File: src/rtl/load_store_unit_if.sv
// Data-memory bus between the load/store unit and data memory.
// Valid/ready: a beat completes when dmem_req and dmem_ready are both high.
interface load_store_unit_if;
    logic        dmem_req;
    logic        dmem_we;
    logic [31:0] dmem_addr;
    logic [3:0]  dmem_be;
    logic [31:0] dmem_wdata;
    logic        dmem_ready;
    logic [31:0] dmem_rdata;

    modport master (
        output dmem_req,
        output dmem_we,
        output dmem_addr,
        output dmem_be,
        output dmem_wdata,
        input  dmem_ready,
        input  dmem_rdata
    );

    modport slave (
        input  dmem_req,
        input  dmem_we,
        input  dmem_addr,
        input  dmem_be,
        input  dmem_wdata,
        output dmem_ready,
        output dmem_rdata
    );
endinterface

File: src/rtl/load_store_unit.sv
// Memory-access stage: one data-memory transaction per accepted request.
// Define LSU_MISALIGN_CHECK_EN to reject misaligned half/word accesses.
module load_store_unit #(
    parameter int unsigned TIMEOUT_CYCLES = 255
) (
    input  logic              clk,
    input  logic              rst_n,
    input  logic              start,
    input  logic              mem_read,
    input  logic              mem_write,
    input  logic [2:0]        func3,
    input  logic [31:0]       addr,
    input  logic [31:0]       store_data,
    output logic              busy,
    output logic              done,
    output logic              err,
    output logic [31:0]       load_data,
    load_store_unit_if.master dmem
);

    typedef enum logic [1:0] {
        IDLE,
        REQ,
        RESP,
        FAIL
    } state_t;

    localparam logic [7:0] TMO = 8'(TIMEOUT_CYCLES);

    state_t      state;
    logic [7:0]  cnt;
    logic [7:0]  cnt_inc;
    logic [2:0]  f3_q;
    logic [1:0]  off_q;

    logic        one_op;
    logic        ld_ok;
    logic        st_ok;
    logic        legal;
    logic        misaligned;
    logic [3:0]  be_n;
    logic [31:0] wdata_n;
    logic [31:0] byte_sh;
    logic [7:0]  rd_b;
    logic [15:0] rd_h;
    logic [31:0] ld_ext;

    // Classify the incoming request: exactly one op and a legal width.
    always_comb begin
        one_op = mem_read ^ mem_write;
        unique case (func3)
            3'b000, 3'b001, 3'b010,
            3'b100, 3'b101: ld_ok = 1'b1;
            default:        ld_ok = 1'b0;
        endcase
        unique case (func3)
            3'b000, 3'b001,
            3'b010:  st_ok = 1'b1;
            default: st_ok = 1'b0;
        endcase
        legal = one_op && (mem_read ? ld_ok : st_ok);
`ifdef LSU_MISALIGN_CHECK_EN
        misaligned = ((func3[1:0] == 2'b01) && addr[0])
                  || ((func3[1:0] == 2'b10) && (addr[1:0] != 2'b00));
`else
        misaligned = 1'b0;
`endif
    end

    // Byte enables and lane-replicated write data for the request.
    always_comb begin
        unique case (func3[1:0])
            2'b00: begin
                be_n    = 4'b0001 << addr[1:0];
                wdata_n = {4{store_data[7:0]}};
            end
            2'b01: begin
                be_n    = addr[1] ? 4'b1100 : 4'b0011;
                wdata_n = {2{store_data[15:0]}};
            end
            default: begin
                be_n    = 4'b1111;
                wdata_n = store_data;
            end
        endcase
    end

    // Pick the addressed lane of read data and extend it.
    always_comb begin
        byte_sh = dmem.dmem_rdata >> {off_q, 3'b000};
        rd_b    = byte_sh[7:0];
        rd_h    = off_q[1] ? dmem.dmem_rdata[31:16]
                           : dmem.dmem_rdata[15:0];
        unique case (f3_q)
            3'b000:  ld_ext = {{24{rd_b[7]}}, rd_b};
            3'b001:  ld_ext = {{16{rd_h[15]}}, rd_h};
            3'b100:  ld_ext = {24'h0, rd_b};
            3'b101:  ld_ext = {16'h0, rd_h};
            default: ld_ext = dmem.dmem_rdata;
        endcase
        cnt_inc = cnt + 8'd1;
    end

    // Transaction FSM with all outputs registered.
    always_ff @(posedge clk or negedge rst_n) begin
        if (!rst_n) begin
            state           <= IDLE;
            busy            <= 1'b0;
            done            <= 1'b0;
            err             <= 1'b0;
            load_data       <= 32'h0;
            cnt             <= 8'h0;
            f3_q            <= 3'b000;
            off_q           <= 2'b00;
            dmem.dmem_req   <= 1'b0;
            dmem.dmem_we    <= 1'b0;
            dmem.dmem_addr  <= 32'h0;
            dmem.dmem_be    <= 4'h0;
            dmem.dmem_wdata <= 32'h0;
        end else begin
            done <= 1'b0;
            err  <= 1'b0;
            unique case (state)
                IDLE: begin
                    if (start) begin
                        busy <= 1'b1;
                        if (legal && !misaligned) begin
                            state           <= REQ;
                            cnt             <= 8'h0;
                            f3_q            <= func3;
                            off_q           <= addr[1:0];
                            dmem.dmem_req   <= 1'b1;
                            dmem.dmem_we    <= mem_write;
                            dmem.dmem_addr  <= {addr[31:2], 2'b00};
                            dmem.dmem_be    <= be_n;
                            dmem.dmem_wdata <= wdata_n;
                        end else begin
                            state <= FAIL;
                            err   <= 1'b1;
                        end
                    end
                end
                REQ: begin
                    if (dmem.dmem_ready) begin
                        state         <= RESP;
                        done          <= 1'b1;
                        dmem.dmem_req <= 1'b0;
                        if (!dmem.dmem_we) begin
                            load_data <= ld_ext;
                        end
                    end else if (cnt_inc == TMO) begin
                        state         <= FAIL;
                        err           <= 1'b1;
                        cnt           <= cnt_inc;
                        dmem.dmem_req <= 1'b0;
                    end else begin
                        cnt <= cnt_inc;
                    end
                end
                RESP: begin
                    state <= IDLE;
                    busy  <= 1'b0;
                end
                FAIL: begin
                    state <= IDLE;
                    busy  <= 1'b0;
                end
                default: begin
                    state <= IDLE;
                    busy  <= 1'b0;
                end
            endcase
        end
    end

endmodule

File: src/flat_wrapper.sv
// flat-port wrapper written by rule: the top's interface ports become plain ports
module load_store_unit_flat 
#(
    parameter int unsigned TIMEOUT_CYCLES = 255
)
  (clk, rst_n, start, mem_read, mem_write, func3, addr, store_data, busy, done, err, load_data, dmem_dmem_req, dmem_dmem_we, dmem_dmem_addr, dmem_dmem_be, dmem_dmem_wdata, dmem_dmem_ready, dmem_dmem_rdata);
  load_store_unit_if dmem_i ();
  input  logic clk;
  input  logic rst_n;
  input  logic start;
  input  logic mem_read;
  input  logic mem_write;
  input  logic [2:0] func3;
  input  logic [31:0] addr;
  input  logic [31:0] store_data;
  output logic busy;
  output logic done;
  output logic err;
  output logic [31:0] load_data;
  output wire logic [$bits(dmem_i.dmem_req)-1:0] dmem_dmem_req;
  output wire logic [$bits(dmem_i.dmem_we)-1:0] dmem_dmem_we;
  output wire logic [$bits(dmem_i.dmem_addr)-1:0] dmem_dmem_addr;
  output wire logic [$bits(dmem_i.dmem_be)-1:0] dmem_dmem_be;
  output wire logic [$bits(dmem_i.dmem_wdata)-1:0] dmem_dmem_wdata;
  input wire logic [$bits(dmem_i.dmem_ready)-1:0] dmem_dmem_ready;
  input wire logic [$bits(dmem_i.dmem_rdata)-1:0] dmem_dmem_rdata;
  assign dmem_dmem_req = dmem_i.dmem_req;
  assign dmem_dmem_we = dmem_i.dmem_we;
  assign dmem_dmem_addr = dmem_i.dmem_addr;
  assign dmem_dmem_be = dmem_i.dmem_be;
  assign dmem_dmem_wdata = dmem_i.dmem_wdata;
  assign dmem_i.dmem_ready = dmem_dmem_ready;
  assign dmem_i.dmem_rdata = dmem_dmem_rdata;
  load_store_unit #(.TIMEOUT_CYCLES(TIMEOUT_CYCLES)) u_core (.clk(clk), .rst_n(rst_n), .start(start), .mem_read(mem_read), .mem_write(mem_write), .func3(func3), .addr(addr), .store_data(store_data), .busy(busy), .done(done), .err(err), .load_data(load_data), .dmem(dmem_i));
endmodule
File: config.mk
export PLATFORM = sky130hd
export DESIGN_NAME = load_store_unit_flat
export DESIGN_NICKNAME = d
export VERILOG_FILES = /design/src/rtl/load_store_unit_if.sv /design/src/rtl/load_store_unit.sv /design/src/flat_wrapper.sv
export SDC_FILE = /design/constraint.sdc
export NUM_CORES = 1
export LEC_CHECK = 0
export CAP_MARGIN = 20
export CORE_MARGIN = 2
export CORE_UTILIZATION = 43
export CTS_BUF_LIST = sky130_fd_sc_hd__clkbuf_16
export DETAILED_ROUTE_END_ITERATION = 7
export PLACE_DENSITY_LB_ADDON = 0.1
export SYNTH_ARGS = -nofsm -noshare
export SYNTH_HDL_FRONTEND = slang
export SYNTH_SLANG_ARGS = --single-unit
File: constraint.sdc
create_clock -name clk -period 5.32 [get_ports clk]
set_clock_uncertainty 0.2 [all_clocks]
set_input_delay 1.596 -clock clk [delete_from_list [all_inputs] [get_ports clk]]
set_output_delay 1.596 -clock clk [all_outputs]
set_load 0.02 [all_outputs]
## After elaboration in Yosys (flattened, before gate mapping)

Cells that the tools add are included.

- Flip-flop bits (word level): 118
- Latch bits: 0
- Memory bits (writable): 0
- Bits in read-only memories: 0
- Input bits: 105
- Output and inout port bits: 105
- Memories kept: 0

- Add/sub/neg operators: 1
- Multiply operators: 0
- Div/mod/pow operators: 0
- Magnitude comparators: 0
- Equal/unequal tests: 16
- Shift operators: 2
- Mux-type cells: 31
- Bitwise logic cells: 2
- Reduce and logical (&&, ||, !) cells: 16

Operators by type and width:

| operator | number |
|---|---|
| 32-bit one-hot mux with 4 select lines | 1 |
| 32-bit one-hot mux with 2 select lines | 1 |
| 32-bit by 5-bit right shift with 8-bit output | 1 |
| 8-bit 2-to-1 mux | 3 |
| 16-bit 2-to-1 mux | 1 |
| 8-bit one-hot mux with 2 select lines | 1 |
| 1-bit 2-to-1 mux | 14 |
| 3-bit equality test, second input constant | 4 |
| 8-bit by 1-bit adder with 8-bit output, second input constant | 1 |
| 8-bit equality test, second input constant | 1 |
| 2-bit 2-to-1 mux | 4 |
| 4-bit one-hot mux with 2 select lines | 1 |
| 4-bit AND reduction | 2 |
| 3-bit by 1-bit equality test with 1-bit output, second input constant | 2 |
| 3-bit zero test | 2 |
| 1-bit one-hot mux with 2 select lines | 3 |
| 2-bit one-hot mux with 3 select lines | 1 |
| 3-bit AND reduction | 2 |
| 5-bit OR reduction | 1 |
| 2-bit by 1-bit equality test with 1-bit output, second input constant | 2 |
| 2-bit equality test, second input constant | 2 |
| 2-bit zero test | 2 |
| 4-bit 2-to-1 mux | 1 |
| 2-bit inequality test, second input constant | 2 |
| other kinds (11) | 13 |

## Depth between registers and ports, before layout

Gate-level depths: netlist of the first run.

- Depth after elaboration: 8
- Depth in mapped cells: 8
- Gate-level depth less buffers: 5

## Worst setup path before layout of the first run

OpenSTA, ideal clock, no wires.

- Kind: input-to-reg
- Start: input mem_write
- End: register u_core.dmem.dmem_addr[29]
- Arrival: 2.730 ns
- Slack: 2.265 ns
- Cell stages on the path: 5
- Path through: xor2_1 -> nand4_1 -> clkbuf_1 -> clkbuf_1 -> mux2_2

- Word-level cells in the longest chain between the ends: 3

RTL lines:

| what | RTL line | source |
|---|---|---|
| start: declaration | flat_wrapper.sv:12 | `input logic mem_write;` |
| 1-bit XOR | load_store_unit.sv:50 | `one_op = mem_read ^ mem_write;` |
| 1-bit logical AND | load_store_unit.sv:61 | `legal = one_op && (mem_read ? ld_ok : st_ok);` |
| 3-bit AND reduction (no source line) | - |  |
| end signal: assignment | load_store_unit.sv:134 | `dmem.dmem_addr <= {addr[31:2], 2'b00};` |
| end: declaration | load_store_unit_if.sv:15 | `output dmem_addr,` |

No other way between the ends.
A chain may end at the register's enable or synchronous reset.

## Worst setup path after layout of the first run

- Start: input dmem_dmem_ready
- End: register u_core.load_data[19]

- Word-level cells in the longest chain between the ends: 1

RTL lines:

| what | RTL line | source |
|---|---|---|
| start: declaration | flat_wrapper.sv:25 | `input wire logic [$bits(dmem_i.dmem_ready)-1:0] dmem_dmem_ready;` |
| 3-bit AND reduction (no source line) | - |  |
| end signal: assignment | load_store_unit.sv:149 | `load_data <= ld_ext;` |
| end: declaration | load_store_unit.sv:17 | `output logic [31:0] load_data,` |

No other way between the ends.

==> flow_summary.html, run 1 <==
<table>
<tr><th>Metric</th><th>Value</th></tr>
<tr><th colspan="2">Synthesis</th></tr>
<tr><td>Dominant cells by area after synthesis</td><td>dfrtp_1 (52%), mux2_2 (10%), nand2_1 (4.9%)</td></tr>
<tr><td>Area of the mapped netlist</td><td>5660 µm²</td></tr>
<tr><td>Cells after Synth</td><td>~540</td></tr>
<tr><td>Fraction of the mapped netlist area in adder cells</td><td>0.442%</td></tr>
<tr><td>Most instantiated library cell after synthesis</td><td>dfrtp_1</td></tr>
<tr><td>Number of synthesized register bits</td><td>118</td></tr>
<tr><td>Post-synth EDFFs</td><td>0</td></tr>
<tr><td>Asr flop ratio synth</td><td>100%</td></tr>
<tr><td>Fraction of synthesized cell area in xor and xnor cells</td><td>0.619%</td></tr>
<tr><td>Synth cell types</td><td>between 40 and 50</td></tr>
<tr><td>Dominant combinational cell family by area after synthesis</td><td>simple AND/OR/NAND/NOR gates</td></tr>
<tr><td>Share of cell area taken by muxes after synthesis</td><td>between 10% and 20%</td></tr>
<tr><td>Synth Area in Compound Gates</td><td>11.1%</td></tr>
<tr><td>Mean instance size in the synthesized netlist</td><td>between 10 and 15 µm²</td></tr>
<tr><td>Sequential share of the synthesized area</td><td>52.1%</td></tr>
<tr><td>Top post-synthesis cells by count</td><td>dfrtp_1 (118), nand2_1 (74), mux2_2 (51)</td></tr>
<tr><td>Count of warnings emitted by yosys</td><td>0</td></tr>
<tr><td>Synth Area in Simple Gates</td><td>16.7%</td></tr>
<tr><td>Cell accounting for the most synthesized area</td><td>dfrtp_1</td></tr>
<tr><td>Dominant register cell in the synthesized netlist</td><td>dfrtp_1</td></tr>
<tr><td>Area share of the largest cell type after synthesis</td><td>between 50% and 60%</td></tr>
<tr><th colspan="2">STA</th></tr>
<tr><td>Final max-slew violation count</td><td>0</td></tr>
<tr><td>RSZ-0062 raised after global routing</td><td>no</td></tr>
<tr><td>Least-Margin Pin Slew</td><td>~0.9 ns</td></tr>
<tr><td>Setup_tns</td><td>0 ns</td></tr>
<tr><td>Highest Clock Rate</td><td>0.279 GHz</td></tr>
<tr><td>Final period utilization</td><td>67.3%</td></tr>
<tr><td>Headroom to the max-slew limit</td><td>38.8%</td></tr>
<tr><td>Count of endpoints failing hold in the final timing report</td><td>0</td></tr>
<tr><td>Final critical path time including I/O delays and setup</td><td>between 3 and 4 ns</td></tr>
<tr><td>Min setup slack post-route</td><td>1.74 ns</td></tr>
<tr><td>Finish-stage setup viols</td><td>0</td></tr>
<tr><th colspan="2">Setup path</th></tr>
<tr><td>Kind of start point of the critical path</td><td>input port</td></tr>
<tr><td>Worst path max stage delay</td><td>about 0.9 ns</td></tr>
<tr><td>Worst endpoint data arrival time</td><td>about 3.7 ns</td></tr>
<tr><td>Critical Path Slowest Stage Cell</td><td>or4_1</td></tr>
<tr><td>Crit path max-delay family</td><td>simple AND/OR/NAND/NOR gates</td></tr>
<tr><td>Critical path required time</td><td>~5.5 ns</td></tr>
<tr><td>Top fanout value on the critical path</td><td>35</td></tr>
<tr><td>List of cells traversed by the critical path</td><td>clkdlybuf4s50_1 &gt; nand3b_4 &gt; inv_2 &gt; nand2b_1 &gt; buf_4 &gt; or4_1 &gt; nand3_1</td></tr>
<tr><td>Capturing element type of the critical path</td><td>register</td></tr>
<tr><td>Count of buffering cells on the critical path with inverters included</td><td>3</td></tr>
<tr><td>Category of the critical setup timing path</td><td>input port to register</td></tr>
<tr><th colspan="2">Global route</th></tr>
<tr><td>Largest net degree at the start of global routing</td><td>roughly 80</td></tr>
<tr><td>Wire length of the first global-routing pass</td><td>between 20 and 30 mm</td></tr>
<tr><td>Antenna violations before repair</td><td>0</td></tr>
<tr><td>Aggregate global routing overflow</td><td>0</td></tr>
<tr><td>Vias in the first global route</td><td>5015</td></tr>
<tr><td>Global-route usage over all layers</td><td>22.3%</td></tr>
<tr><th colspan="2">Layout</th></tr>
<tr><td>Area occupied by registers</td><td>2950 µm²</td></tr>
<tr><td>Final Core Density</td><td>65.7%</td></tr>
<tr><td>Share of post-route cells with drive strength above 1</td><td>13.8%</td></tr>
<tr><td>Relative area change from synthesis to final layout</td><td>47.6%</td></tr>
<tr><td>Filler cell count</td><td>1077</td></tr>
<tr><td>Non-filler cells in the finished layout</td><td>slightly above 900</td></tr>
<tr><td>Nets</td><td>840</td></tr>
<tr><td>Antenna Diode Count</td><td>0</td></tr>
<tr><td>Area occupied by multi-input gates</td><td>2510 µm²</td></tr>
<tr><th colspan="2">Route</th></tr>
<tr><td>Count of unresolved DRC violations after routing</td><td>0</td></tr>
<tr><td>Met1 wire length</td><td>6.29 mm</td></tr>
<tr><td>Wire per inst</td><td>16.9 µm</td></tr>
<tr><td>WL met3</td><td>roughly 1.5 mm</td></tr>
<tr><td>Via density per instance</td><td>5.25</td></tr>
<tr><td>Wire length after detailed routing</td><td>between 15 and 20 mm</td></tr>
<tr><td>Detailed-routed wire length on met2</td><td>7.37 mm</td></tr>
<tr><td>Uppermost metal layer occupied by signal nets</td><td>met4</td></tr>
<tr><td>Detailed-router iteration count before antenna repair</td><td>4</td></tr>
<tr><td>Number of violations reported at the end of detailed-routing iteration 0</td><td>409</td></tr>
<tr><td>Vias</td><td>4824</td></tr>
<tr><td>Antenna-violating nets left</td><td>0</td></tr>
<tr><th colspan="2">CTS</th></tr>
<tr><td>Clock sink count</td><td>between 100 and 150</td></tr>
<tr><td>Number of CTS-inserted buffers</td><td>17</td></tr>
<tr><td>Reg clk slew, reported paths</td><td>0.06 ns</td></tr>
<tr><td>Post-CTS repair timing setup buffer count</td><td>0</td></tr>
<tr><td>H-tree Lvls</td><td>4</td></tr>
<tr><td>Number of hold-repair buffers added at the cts stage</td><td>0</td></tr>
<tr><td>Number of resized instances in the post-cts repair step</td><td>0</td></tr>
<tr><td>Worst-skew pair later-pin latency</td><td>0.41 ns</td></tr>
<tr><td>CTS tree</td><td>built</td></tr>
<tr><td>Master cell of the clock root buffer</td><td>clkbuf_16</td></tr>
<tr><td>Maximum number of buffers from clock root to sink</td><td>2</td></tr>
<tr><th colspan="2">Floorplan</th></tr>
<tr><td>Full die area</td><td>14100 µm²</td></tr>
<tr><td>Width of the die</td><td>119 µm</td></tr>
<tr><td>Boundary pin count</td><td>210</td></tr>
<tr><td>Die Height</td><td>119 µm</td></tr>
<tr><td>Placeable Area</td><td>12700 µm²</td></tr>
<tr><td>Initial standard-cell utilization of the core</td><td>approximately 45%</td></tr>
<tr><td>Total number of placement rows</td><td>41</td></tr>
<tr><th colspan="2">Hold path</th></tr>
<tr><td>Worst hold path class</td><td>register to register</td></tr>
<tr><th colspan="2">Flow run</th></tr>
<tr><td>Max-capacitance violation count</td><td>0</td></tr>
<tr><th colspan="2">Placement</th></tr>
<tr><td>Post-placement cell count</td><td>roughly 900</td></tr>
<tr><td>Post-detail-place hpwl</td><td>11.0 mm</td></tr>
<tr><td>Weighted congestion reported at the end of routability-driven placement</td><td>approximately 0.86</td></tr>
<tr><td>Place WS</td><td>1.31 ns</td></tr>
<tr><td>IO buf count</td><td>207</td></tr>
<tr><th colspan="2">Status</th></tr>
<tr><td>Run status</td><td>complete, no violations</td></tr>
<tr><th colspan="2">Power and ir drop</th></tr>
<tr><td>Power per Cell Area</td><td>a little under 600 nW/µm²</td></tr>
<tr><td>Standby leakage power</td><td>around 3.7 nW</td></tr>
<tr><td>Worst voltage drop across the vdd grid</td><td>0.253 mV</td></tr>
</table>
==> metal layers <==
| layer | up-vias | GRT usage [%] |
|---|---|---|
| met2 | 199 | 35.1 |
| met3 | 28 | 9.17 |
| met5 | - | 0 |
| met4 | 0 | 9.75 |
| met1 | 2319 | 26.8 |
| li1 | 2278 | - |
==> placed cells by master, fill, tap and decap left out, types with 4 or more instances in the layout <==
| cell type | instances |
|---|---|
| mux2_2 | 51 |
| clkinv_2 | 5 |
| nand2_1 | 74 |
| a211o_1 | 7 |
| o2bb2ai_1 | 5 |
| o21ai_0 | 44 |
| clkdlybuf4s50_1 | 206 |
| and3b_1 | 8 |
| clkbuf_16 | 17 |
| clkinv_1 | 6 |
| nand3_1 | 25 |
| mux2i_1 | 27 |
| dfrtp_1 | 118 |
| buf_4 | 10 |
| nand2b_1 | 4 |
| a21oi_1 | 20 |
| nand3_2 | 10 |
| nor2_1 | 33 |
| inv_1 | 5 |
| a211oi_1 | 15 |
| nor3b_1 | 11 |
==> cell type report <==
class / count / area share (%)
Sequential cell: 118 / 35.3
Multi-Input combinational cell: 375 / 30.1
Tap cell: 172 / 2.57
Timing Repair Buffer: 216 / 25.6
Clock inverter: 15 / 1.15
Clock buffer: 17 / 5.09
Inverter: 5 / 0.225
==> logic make-up (layout without fill, tap and decap cells) <==
group	Yosys count	count (layout)
simple gates	185	185
flops	118	118
compound gates	103	103
mux	79	79
buf+inv	45	253
xor+xnor	4	4
fa+ha+maj	2	2
other cells	1	2
==> worst reg2reg max path, stage by stage, from the launching register on <==
cell     delay [ns]
dfrtp_1        0.79
mux4_2         0.45
mux2i_1        0.13
or4_1          0.63
nand3_1        0.18
==> report_power, final <==
| part | internal, mW | total [mW] | switching [mW] |
|---|---|---|---|
| Combinational | 1.10 | 2.21 | 1.11 |
| Clock | 0.623 | 1.02 | 0.401 |
| Sequential | 1.31 | 1.61 | 0.298 |
==> registers in the layout, summed over array words and instances (netlist names), 2 cells and up <==
register / cells
u_core.off_q: 2
u_core.dmem.dmem_wdata: 32
u_core.state: 2
u_core.cnt: 8
u_core.dmem.dmem_addr: 30
u_core.dmem.dmem_be: 4
u_core.load_data: 32
u_core.f3_q: 3
==> path summary, 6_finish.rpt <==
path                                                 start                                to  slack, ns  depth (start not counted)
setup / recovery                           dmem_dmem_ready  u_core.load_data[19]$_DFFE_PN0P_       1.74                          7
hold / removal             u_core.load_data[6]$_DFFE_PN0P_   u_core.load_data[6]$_DFFE_PN0P_       0.28                          2
setup reg to reg               u_core.off_q[1]$_DFFE_PN0P_  u_core.load_data[19]$_DFFE_PN0P_       2.78                          4
hold reg to reg            u_core.load_data[6]$_DFFE_PN0P_   u_core.load_data[6]$_DFFE_PN0P_       0.28                          2
max in group asynchronous                            rst_n         u_core.cnt[7]$_DFFE_PN0P_       2.94                          2
min in group asynchronous                            rst_n  u_core.load_data[20]$_DFFE_PN0P_       1.08                          1
==> through the flow <==
| stage | instance area, µm² | total power [mW] | hold WS, ns |
|---|---|---|---|
| 2_1_floorplan | 5670 | 2.77 | 0.289 |
| 3_3_place_gp | 7840 | 3.78 | 0.261 |
| 3_5_place_dp | 7840 | 3.83 | 0.271 |
| 4_1_cts | 8360 | 4.88 | 0.283 |
| 5_1_grt | 8360 | 5.11 | 0.308 |
| 6_report | 8360 | 4.84 | 0.280 |
Note: power is estimated with default switching activity, not from simulation.
==> inputs of run 2 (changes only) <==
==> constraint.sdc (replaced) <==
create_clock -name clk -period 3.6 [get_ports clk]
set_clock_uncertainty 0.2 [all_clocks]
set_input_delay 1.08 -clock clk [delete_from_list [all_inputs] [get_ports clk]]
set_output_delay 1.08 -clock clk [all_outputs]
set_load 0.02 [all_outputs]
==> flow_summary.html, run 2 (synthesis results as in run 1) <==
<table>
<tr><th>Metric</th><th>Value</th></tr>
<tr><th colspan="2">Floorplan</th></tr>
<tr><td>Total number of placement rows</td><td>41</td></tr>
<tr><td>Width of the die</td><td>between 100 and 150 µm</td></tr>
<tr><td>Placeable Area</td><td>12700 µm²</td></tr>
<tr><td>Full die area</td><td>14100 µm²</td></tr>
<tr><td>Boundary pin count</td><td>210</td></tr>
<tr><td>Die Height</td><td>119 µm</td></tr>
<tr><td>Initial standard-cell utilization of the core</td><td>between 40 and 50%</td></tr>
<tr><th colspan="2">STA</th></tr>
<tr><td>Highest Clock Rate</td><td>0.345 GHz</td></tr>
<tr><td>Final period utilization</td><td>80.6%</td></tr>
<tr><td>Final max-slew violation count</td><td>0</td></tr>
<tr><td>RSZ-0062 raised after global routing</td><td>no</td></tr>
<tr><td>Setup_tns</td><td>0 ns</td></tr>
<tr><td>Headroom to the max-slew limit</td><td>36.7%</td></tr>
<tr><td>Finish-stage setup viols</td><td>0</td></tr>
<tr><td>Tightest hold margin</td><td>0.283 ns</td></tr>
<tr><td>Least-Margin Pin Slew</td><td>approximately 0.95 ns</td></tr>
<tr><td>Final critical path time including I/O delays and setup</td><td>2.90 ns</td></tr>
<tr><td>Count of endpoints failing hold in the final timing report</td><td>0</td></tr>
<tr><th colspan="2">Global route</th></tr>
<tr><td>Largest net degree at the start of global routing</td><td>between 100 and 150</td></tr>
<tr><td>Aggregate global routing overflow</td><td>0</td></tr>
<tr><td>Antenna violations before repair</td><td>0</td></tr>
<tr><td>Wire length of the first global-routing pass</td><td>26.4 mm</td></tr>
<tr><td>Vias in the first global route</td><td>5202</td></tr>
<tr><td>Global-route usage over all layers</td><td>23.7%</td></tr>
<tr><th colspan="2">Hold path</th></tr>
<tr><td>Worst hold path class</td><td>register to register</td></tr>
<tr><td>Cell count of the worst hold path</td><td>2</td></tr>
<tr><td>Hold path start</td><td>u_core.dmem.dmem_wdata[30]$_DFFE_PN0P_</td></tr>
<tr><td>Endpoint of the worst hold path</td><td>u_core.dmem.dmem_wdata[30]$_DFFE_PN0P_</td></tr>
<tr><th colspan="2">CTS</th></tr>
<tr><td>Number of hold-repair buffers added at the cts stage</td><td>0</td></tr>
<tr><td>Clock sink count</td><td>118</td></tr>
<tr><td>Master cell of the clock root buffer</td><td>clkbuf_16</td></tr>
<tr><td>Number of CTS-inserted buffers</td><td>17</td></tr>
<tr><td>Worst-skew pair later-pin latency</td><td>0.42 ns</td></tr>
<tr><td>Maximum number of buffers from clock root to sink</td><td>2</td></tr>
<tr><td>Post-CTS repair timing setup buffer count</td><td>0</td></tr>
<tr><td>Reg clk slew, reported paths</td><td>around 0.05 ns</td></tr>
<tr><td>CTS tree</td><td>built</td></tr>
<tr><td>Number of resized instances in the post-cts repair step</td><td>0</td></tr>
<tr><td>H-tree Lvls</td><td>4</td></tr>
<tr><th colspan="2">Layout</th></tr>
<tr><td>Relative area change from synthesis to final layout</td><td>48.5%</td></tr>
<tr><td>Antenna Diode Count</td><td>0</td></tr>
<tr><td>Share of post-route cells with drive strength above 1</td><td>14.1%</td></tr>
<tr><td>Commonest cells after routing, fill and taps aside</td><td>clkdlybuf4s50_1 (206), dfrtp_1 (118), nand2_1 (74), mux2_2 (51), o21ai_0 (44)</td></tr>
<tr><td>Filler cell count</td><td>between 1k and 1.5k</td></tr>
<tr><td>Final Core Density</td><td>66.1%</td></tr>
<tr><td>Nets</td><td>840</td></tr>
<tr><td>Area occupied by multi-input gates</td><td>2510 µm²</td></tr>
<tr><td>Design Area, Final</td><td>8410 µm²</td></tr>
<tr><td>Leading cell type in the layout, fill and taps excluded</td><td>clkdlybuf4s50_1</td></tr>
<tr><td>Largest regs</td><td>u_core.dmem.dmem_wdata (32), u_core.load_data (32), u_core.dmem.dmem_addr (30)</td></tr>
<tr><td>Area occupied by registers</td><td>2950 µm²</td></tr>
<tr><th colspan="2">Setup path</th></tr>
<tr><td>Worst setup startpoint</td><td>dmem_dmem_rdata[23]</td></tr>
<tr><td>Worst endpoint data arrival time</td><td>2.96 ns</td></tr>
<tr><td>Critical path required time</td><td>3.65 ns</td></tr>
<tr><td>Category of the critical setup timing path</td><td>input port to register</td></tr>
<tr><td>Crit Reg-Reg Startpoint</td><td>u_core.off_q[1]$_DFFE_PN0P_</td></tr>
<tr><td>Kind of start point of the critical path</td><td>input port</td></tr>
<tr><td>Reg-to-reg slack, setup</td><td>1.13 ns</td></tr>
<tr><td>Top fanout value on the critical path</td><td>8</td></tr>
<tr><td>Capturing element type of the critical path</td><td>register</td></tr>
<tr><td>Worst R2R End</td><td>u_core.load_data[8]$_DFFE_PN0P_</td></tr>
<tr><td>Number of cells on the worst reg-to-reg path</td><td>4</td></tr>
<tr><th colspan="2">Route</th></tr>
<tr><td>Antenna-violating nets left</td><td>0</td></tr>
<tr><td>Wire per inst</td><td>~17 µm</td></tr>
<tr><td>Count of unresolved DRC violations after routing</td><td>0</td></tr>
<tr><td>Detailed-router iteration count before antenna repair</td><td>4</td></tr>
<tr><td>Number of violations reported at the end of detailed-routing iteration 0</td><td>369</td></tr>
<tr><td>Wire length after detailed routing</td><td>15.8 mm</td></tr>
<tr><td>Via density per instance</td><td>roughly 5.3</td></tr>
<tr><td>Vias</td><td>between 4k and 5k</td></tr>
<tr><th colspan="2">Placement</th></tr>
<tr><td>IO buf count</td><td>207</td></tr>
<tr><td>Placement-stage cell area</td><td>7860 µm²</td></tr>
<tr><td>Post-detail-place hpwl</td><td>11.0 mm</td></tr>
<tr><td>Weighted congestion reported at the end of routability-driven placement</td><td>0.859</td></tr>
<tr><th colspan="2">Status</th></tr>
<tr><td>Run status</td><td>complete, no violations</td></tr>
<tr><th colspan="2">Power and ir drop</th></tr>
<tr><td>Power per Cell Area</td><td>859 nW/µm²</td></tr>
<tr><td>Sw frac</td><td>between 30 and 40%</td></tr>
<tr><td>Combinational cell fraction of total power</td><td>between 40% and 50%</td></tr>
<tr><td>Cell Int Power</td><td>4.55 mW</td></tr>
<tr><td>Reported net switching power</td><td>2.67 mW</td></tr>
<tr><td>Fraction of power consumed by sequential logic</td><td>32.9%</td></tr>
<tr><td>Worst voltage drop across the vdd grid</td><td>~0.56 mV</td></tr>
<tr><td>Standby leakage power</td><td>3.70 nW</td></tr>
<tr><td>Clock power share</td><td>a little over a fifth</td></tr>
<tr><th colspan="2">Flow run</th></tr>
<tr><td>Max-capacitance violation count</td><td>0</td></tr>
</table>
run 2: cell count changes in the layout (fill, tap and decap cells not counted), sizes merged:
cell,delta
bufinv,+1
clkinv,-1
clkinvlp,-1
inv,+1
run 2: worst max-delay path by stage:
stage,end,slack [ns],depth (start not counted)
after floorplan,u_core.dmem.dmem_addr[29]$_DFFE_PN0P_,1.06,5
after global placement,u_core.load_data[8]$_DFFE_PN0P_,0.41,5
after detailed placement,u_core.load_data[12]$_DFFE_PN0P_,0.36,5
after CTS,u_core.load_data[8]$_DFFE_PN0P_,0.72,5
after global routing,u_core.load_data[8]$_DFFE_PN0P_,0.61,5
final,u_core.load_data[8]$_DFFE_PN0P_,0.70,5
run 2: worst max-delay path: stages:
cell	delay, ns
clkdlybuf4s50_1	0.47
mux4_2	0.52
nor3b_1	0.17
nor3_2	0.53
a211oi_1	0.17
run 2: area by class of cell:
type	instances	area share (%)
clock inverters	15	1.44
multi-input cells	375	29.9
repair buffers	216	25.7
inverters	5	0.223
flip-flops and latches	118	35.1
clock buffers	17	5.06
well taps	172	2.56
run 2: layer usage:
metal	vias to the layer above	routed length, µm	global-route usage, %
met3	33	1480	9.22
met1	2393	6250	27.9
li1	2289	-	-
met2	196	7720	38.3
met5	-	0	0
met4	0	391	10.6
run 2: power by group through the flow:
| stage | clock [mW] | combinational (mW) | sequential (mW) |
|---|---|---|---|
| 2_1_floorplan | 0 | 1.17 | 2.94 |
| 3_3_place_gp | 0 | 3.23 | 2.36 |
| 3_5_place_dp | 0 | 3.28 | 2.39 |
| 4_1_cts | 1.60 | 3.30 | 2.38 |
| 5_1_grt | 1.68 | 3.53 | 2.47 |
| 6_report | 1.58 | 3.27 | 2.38 |
run 2: stage by stage:
step	std cells	power [mW]	setup slack (ns)
floorplan	538	4.10	1.06
global placement	886	5.58	0.414
detailed placement	886	5.67	0.357
CTS	918	7.29	0.724
global route	918	7.68	0.612
finish	918	7.23	0.699
==> inputs of run 3 (changes only) <==
==> constraint.sdc (replaced) <==
create_clock -name clk -period 2.9 [get_ports clk]
set_clock_uncertainty 0.2 [all_clocks]
set_input_delay 0.87 -clock clk [delete_from_list [all_inputs] [get_ports clk]]
set_output_delay 0.87 -clock clk [all_outputs]
set_load 0.02 [all_outputs]
==> flow_summary.html, run 3 (synthesis results as in run 1) <==
<table>
<tr><th>Metric</th><th>Value</th></tr>
<tr><th colspan="2">CTS</th></tr>
<tr><td>Number of CTS-inserted buffers</td><td>17</td></tr>
<tr><td>H-tree Lvls</td><td>4</td></tr>
<tr><td>Reg clk slew, reported paths</td><td>0.06 ns</td></tr>
<tr><td>Master cell of the clock root buffer</td><td>clkbuf_16</td></tr>
<tr><td>Maximum number of buffers from clock root to sink</td><td>2</td></tr>
<tr><td>Worst-skew pair later-pin latency</td><td>0.42 ns</td></tr>
<tr><td>CTS tree</td><td>built</td></tr>
<tr><td>Clock sink count</td><td>118</td></tr>
<tr><td>Number of hold-repair buffers added at the cts stage</td><td>0</td></tr>
<tr><td>Number of resized instances in the post-cts repair step</td><td>0</td></tr>
<tr><td>Post-CTS repair timing setup buffer count</td><td>0</td></tr>
<tr><th colspan="2">STA</th></tr>
<tr><td>Tightest hold margin</td><td>about 0.2 ns</td></tr>
<tr><td>Finish-stage setup viols</td><td>0</td></tr>
<tr><td>Headroom to the max-slew limit</td><td>39.2%</td></tr>
<tr><td>Count of endpoints failing hold in the final timing report</td><td>0</td></tr>
<tr><td>Final max-slew violation count</td><td>0</td></tr>
<tr><td>Highest Clock Rate</td><td>just under 0.4 GHz</td></tr>
<tr><td>Least-Margin Pin Slew</td><td>between 0.9 and 1 ns</td></tr>
<tr><td>RSZ-0062 raised after global routing</td><td>no</td></tr>
<tr><td>Final critical path time including I/O delays and setup</td><td>2.52 ns</td></tr>
<tr><td>Setup_tns</td><td>0 ns</td></tr>
<tr><td>Min setup slack post-route</td><td>approximately 0.38 ns</td></tr>
<tr><td>Final period utilization</td><td>just under 90%</td></tr>
<tr><th colspan="2">Setup path</th></tr>
<tr><td>Number of cells on the worst reg-to-reg path</td><td>7</td></tr>
<tr><td>Total number of cells along the worst setup path</td><td>1</td></tr>
<tr><td>Count of buffering cells on the critical path with inverters included</td><td>1</td></tr>
<tr><td>Crit path max-delay family</td><td>buffers and inverters</td></tr>
<tr><td>Kind of start point of the critical path</td><td>register</td></tr>
<tr><td>List of cells traversed by the critical path</td><td>clkdlybuf4s50_1</td></tr>
<tr><td>Critical path required time</td><td>1.83 ns</td></tr>
<tr><td>Critical Path Slowest Stage Cell</td><td>clkdlybuf4s50_1</td></tr>
<tr><td>Capturing element type of the critical path</td><td>output pin</td></tr>
<tr><td>Worst endpoint data arrival time</td><td>1.45 ns</td></tr>
<tr><td>Top fanout value on the critical path</td><td>4</td></tr>
<tr><td>Worst path max stage delay</td><td>0.64 ns</td></tr>
<tr><td>Reg-to-reg slack, setup</td><td>0.84 ns</td></tr>
<tr><td>Category of the critical setup timing path</td><td>register to output pin</td></tr>
<tr><th colspan="2">Placement</th></tr>
<tr><td>Weighted congestion reported at the end of routability-driven placement</td><td>0.837</td></tr>
<tr><td>Post-placement cell count</td><td>between 800 and 900</td></tr>
<tr><td>IO buf count</td><td>207</td></tr>
<tr><td>Place WS</td><td>0.0544 ns</td></tr>
<tr><td>Post-detail-place hpwl</td><td>11.3 mm</td></tr>
<tr><th colspan="2">Layout</th></tr>
<tr><td>Commonest cells after routing, fill and taps aside</td><td>clkdlybuf4s50_1 (206), dfrtp_1 (118), nand2_1 (74), mux2_2 (51), o21ai_0 (44)</td></tr>
<tr><td>Filler cell count</td><td>between 1k and 1.5k</td></tr>
<tr><td>Nets</td><td>848</td></tr>
<tr><td>Non-filler cells in the finished layout</td><td>926</td></tr>
<tr><td>Largest regs</td><td>u_core.dmem.dmem_wdata (32), u_core.load_data (32), u_core.dmem.dmem_addr (30)</td></tr>
<tr><td>Antenna Diode Count</td><td>0</td></tr>
<tr><td>Share of post-route cells with drive strength above 1</td><td>15.4%</td></tr>
<tr><td>Leading cell type in the layout, fill and taps excluded</td><td>clkdlybuf4s50_1</td></tr>
<tr><td>Relative area change from synthesis to final layout</td><td>52.2%</td></tr>
<tr><th colspan="2">Floorplan</th></tr>
<tr><td>Die Height</td><td>about 120 µm</td></tr>
<tr><td>Initial standard-cell utilization of the core</td><td>44.5%</td></tr>
<tr><td>Full die area</td><td>around 14000 µm²</td></tr>
<tr><td>Boundary pin count</td><td>210</td></tr>
<tr><td>Total number of placement rows</td><td>41</td></tr>
<tr><td>Width of the die</td><td>119 µm</td></tr>
<tr><td>Placeable Area</td><td>12700 µm²</td></tr>
<tr><th colspan="2">Global route</th></tr>
<tr><td>Antenna violations before repair</td><td>0</td></tr>
<tr><td>Vias in the first global route</td><td>around 5k</td></tr>
<tr><td>Global-route usage over all layers</td><td>23.5%</td></tr>
<tr><td>Wire length of the first global-routing pass</td><td>approximately 26 mm</td></tr>
<tr><td>Largest net degree at the start of global routing</td><td>74</td></tr>
<tr><td>Aggregate global routing overflow</td><td>0</td></tr>
<tr><th colspan="2">Route</th></tr>
<tr><td>Via density per instance</td><td>5.25</td></tr>
<tr><td>Wire length after detailed routing</td><td>15.8 mm</td></tr>
<tr><td>Count of unresolved DRC violations after routing</td><td>0</td></tr>
<tr><td>Antenna-violating nets left</td><td>0</td></tr>
<tr><td>Detailed-router iteration count before antenna repair</td><td>5</td></tr>
<tr><td>Vias</td><td>4860</td></tr>
<tr><td>Number of violations reported at the end of detailed-routing iteration 0</td><td>322</td></tr>
<tr><td>Wire per inst</td><td>17.1 µm</td></tr>
<tr><th colspan="2">Status</th></tr>
<tr><td>Run status</td><td>complete, no violations</td></tr>
<tr><th colspan="2">Power and ir drop</th></tr>
<tr><td>Standby leakage power</td><td>3.80 nW</td></tr>
<tr><td>Worst voltage drop across the vdd grid</td><td>around 0.57 mV</td></tr>
<tr><td>Power per Cell Area</td><td>1080 nW/µm²</td></tr>
<tr><th colspan="2">Flow run</th></tr>
<tr><td>Max-capacitance violation count</td><td>0</td></tr>
<tr><th colspan="2">Hold path</th></tr>
<tr><td>Worst hold path class</td><td>input port to asynchronous set/reset pin</td></tr>
</table>
==> run 3: final timing paths <==
| kind | to | startpoint |
|---|---|---|
| min in group clk | u_core.dmem.dmem_wdata[26]$_DFFE_PN0P_ | u_core.dmem.dmem_wdata[26]$_DFFE_PN0P_ |
| worst max register to register | u_core.load_data[12]$_DFFE_PN0P_ | u_core.state[1]$_DFFE_PN0P_ |
| worst min register to register | u_core.dmem.dmem_wdata[26]$_DFFE_PN0P_ | u_core.dmem.dmem_wdata[26]$_DFFE_PN0P_ |
| max in group asynchronous | u_core.state[0]$_DFFE_PN0P_ | rst_n |
| worst min-delay path | u_core.load_data[19]$_DFFE_PN0P_ | rst_n |
| worst max-delay path | dmem_dmem_we | u_core.dmem.dmem_we$_DFFE_PN0P_ |
==> run 3: metrics by stage <==
step | total power, mW | utilization (%) | area [µm²]
floorplan | 5.09 | - | 5670
global placement | 6.99 | 62.8 | 7990
detailed placement | 7.10 | 62.8 | 7990
CTS | 9.41 | 67.8 | 8620
global route | 9.86 | 67.8 | 8620
finish | 9.32 | 67.8 | 8620
==> run 3: power breakdown <==
group / leakage (nW) / switching [mW] / internal (mW)
Clock: 0.312 / 0.743 / 1.51
Sequential: 1.46 / 0.510 / 2.40
Combinational: 2.03 / 2.09 / 2.07
Total: 3.80 / 3.34 / 5.98
==> run 3: area by class of cell <==
| type | instances | area (µm²) | area share [%] |
|---|---|---|---|
| tap | 172 | 215 | 2.50 |
| clock inverter | 15 | 210 | 2.44 |
| inverter | 5 | 18.8 | 0.218 |
| sequential | 118 | 2950 | 34.3 |
| clock buffer | 17 | 425 | 4.93 |
| timing repair buffer | 224 | 2280 | 26.5 |
| multi-input combinational | 375 | 2510 | 29.2 |
==> run 3: layer usage <==
metal | up-vias | wire length [µm] | global-route usage, %
met1 | 2341 | 6420 | 28.7
met3 | 26 | 1550 | 10.3
li1 | 2303 | - | -
met4 | 0 | 269 | 7.59
met5 | - | 0 | 0
met2 | 190 | 7620 | 37.2
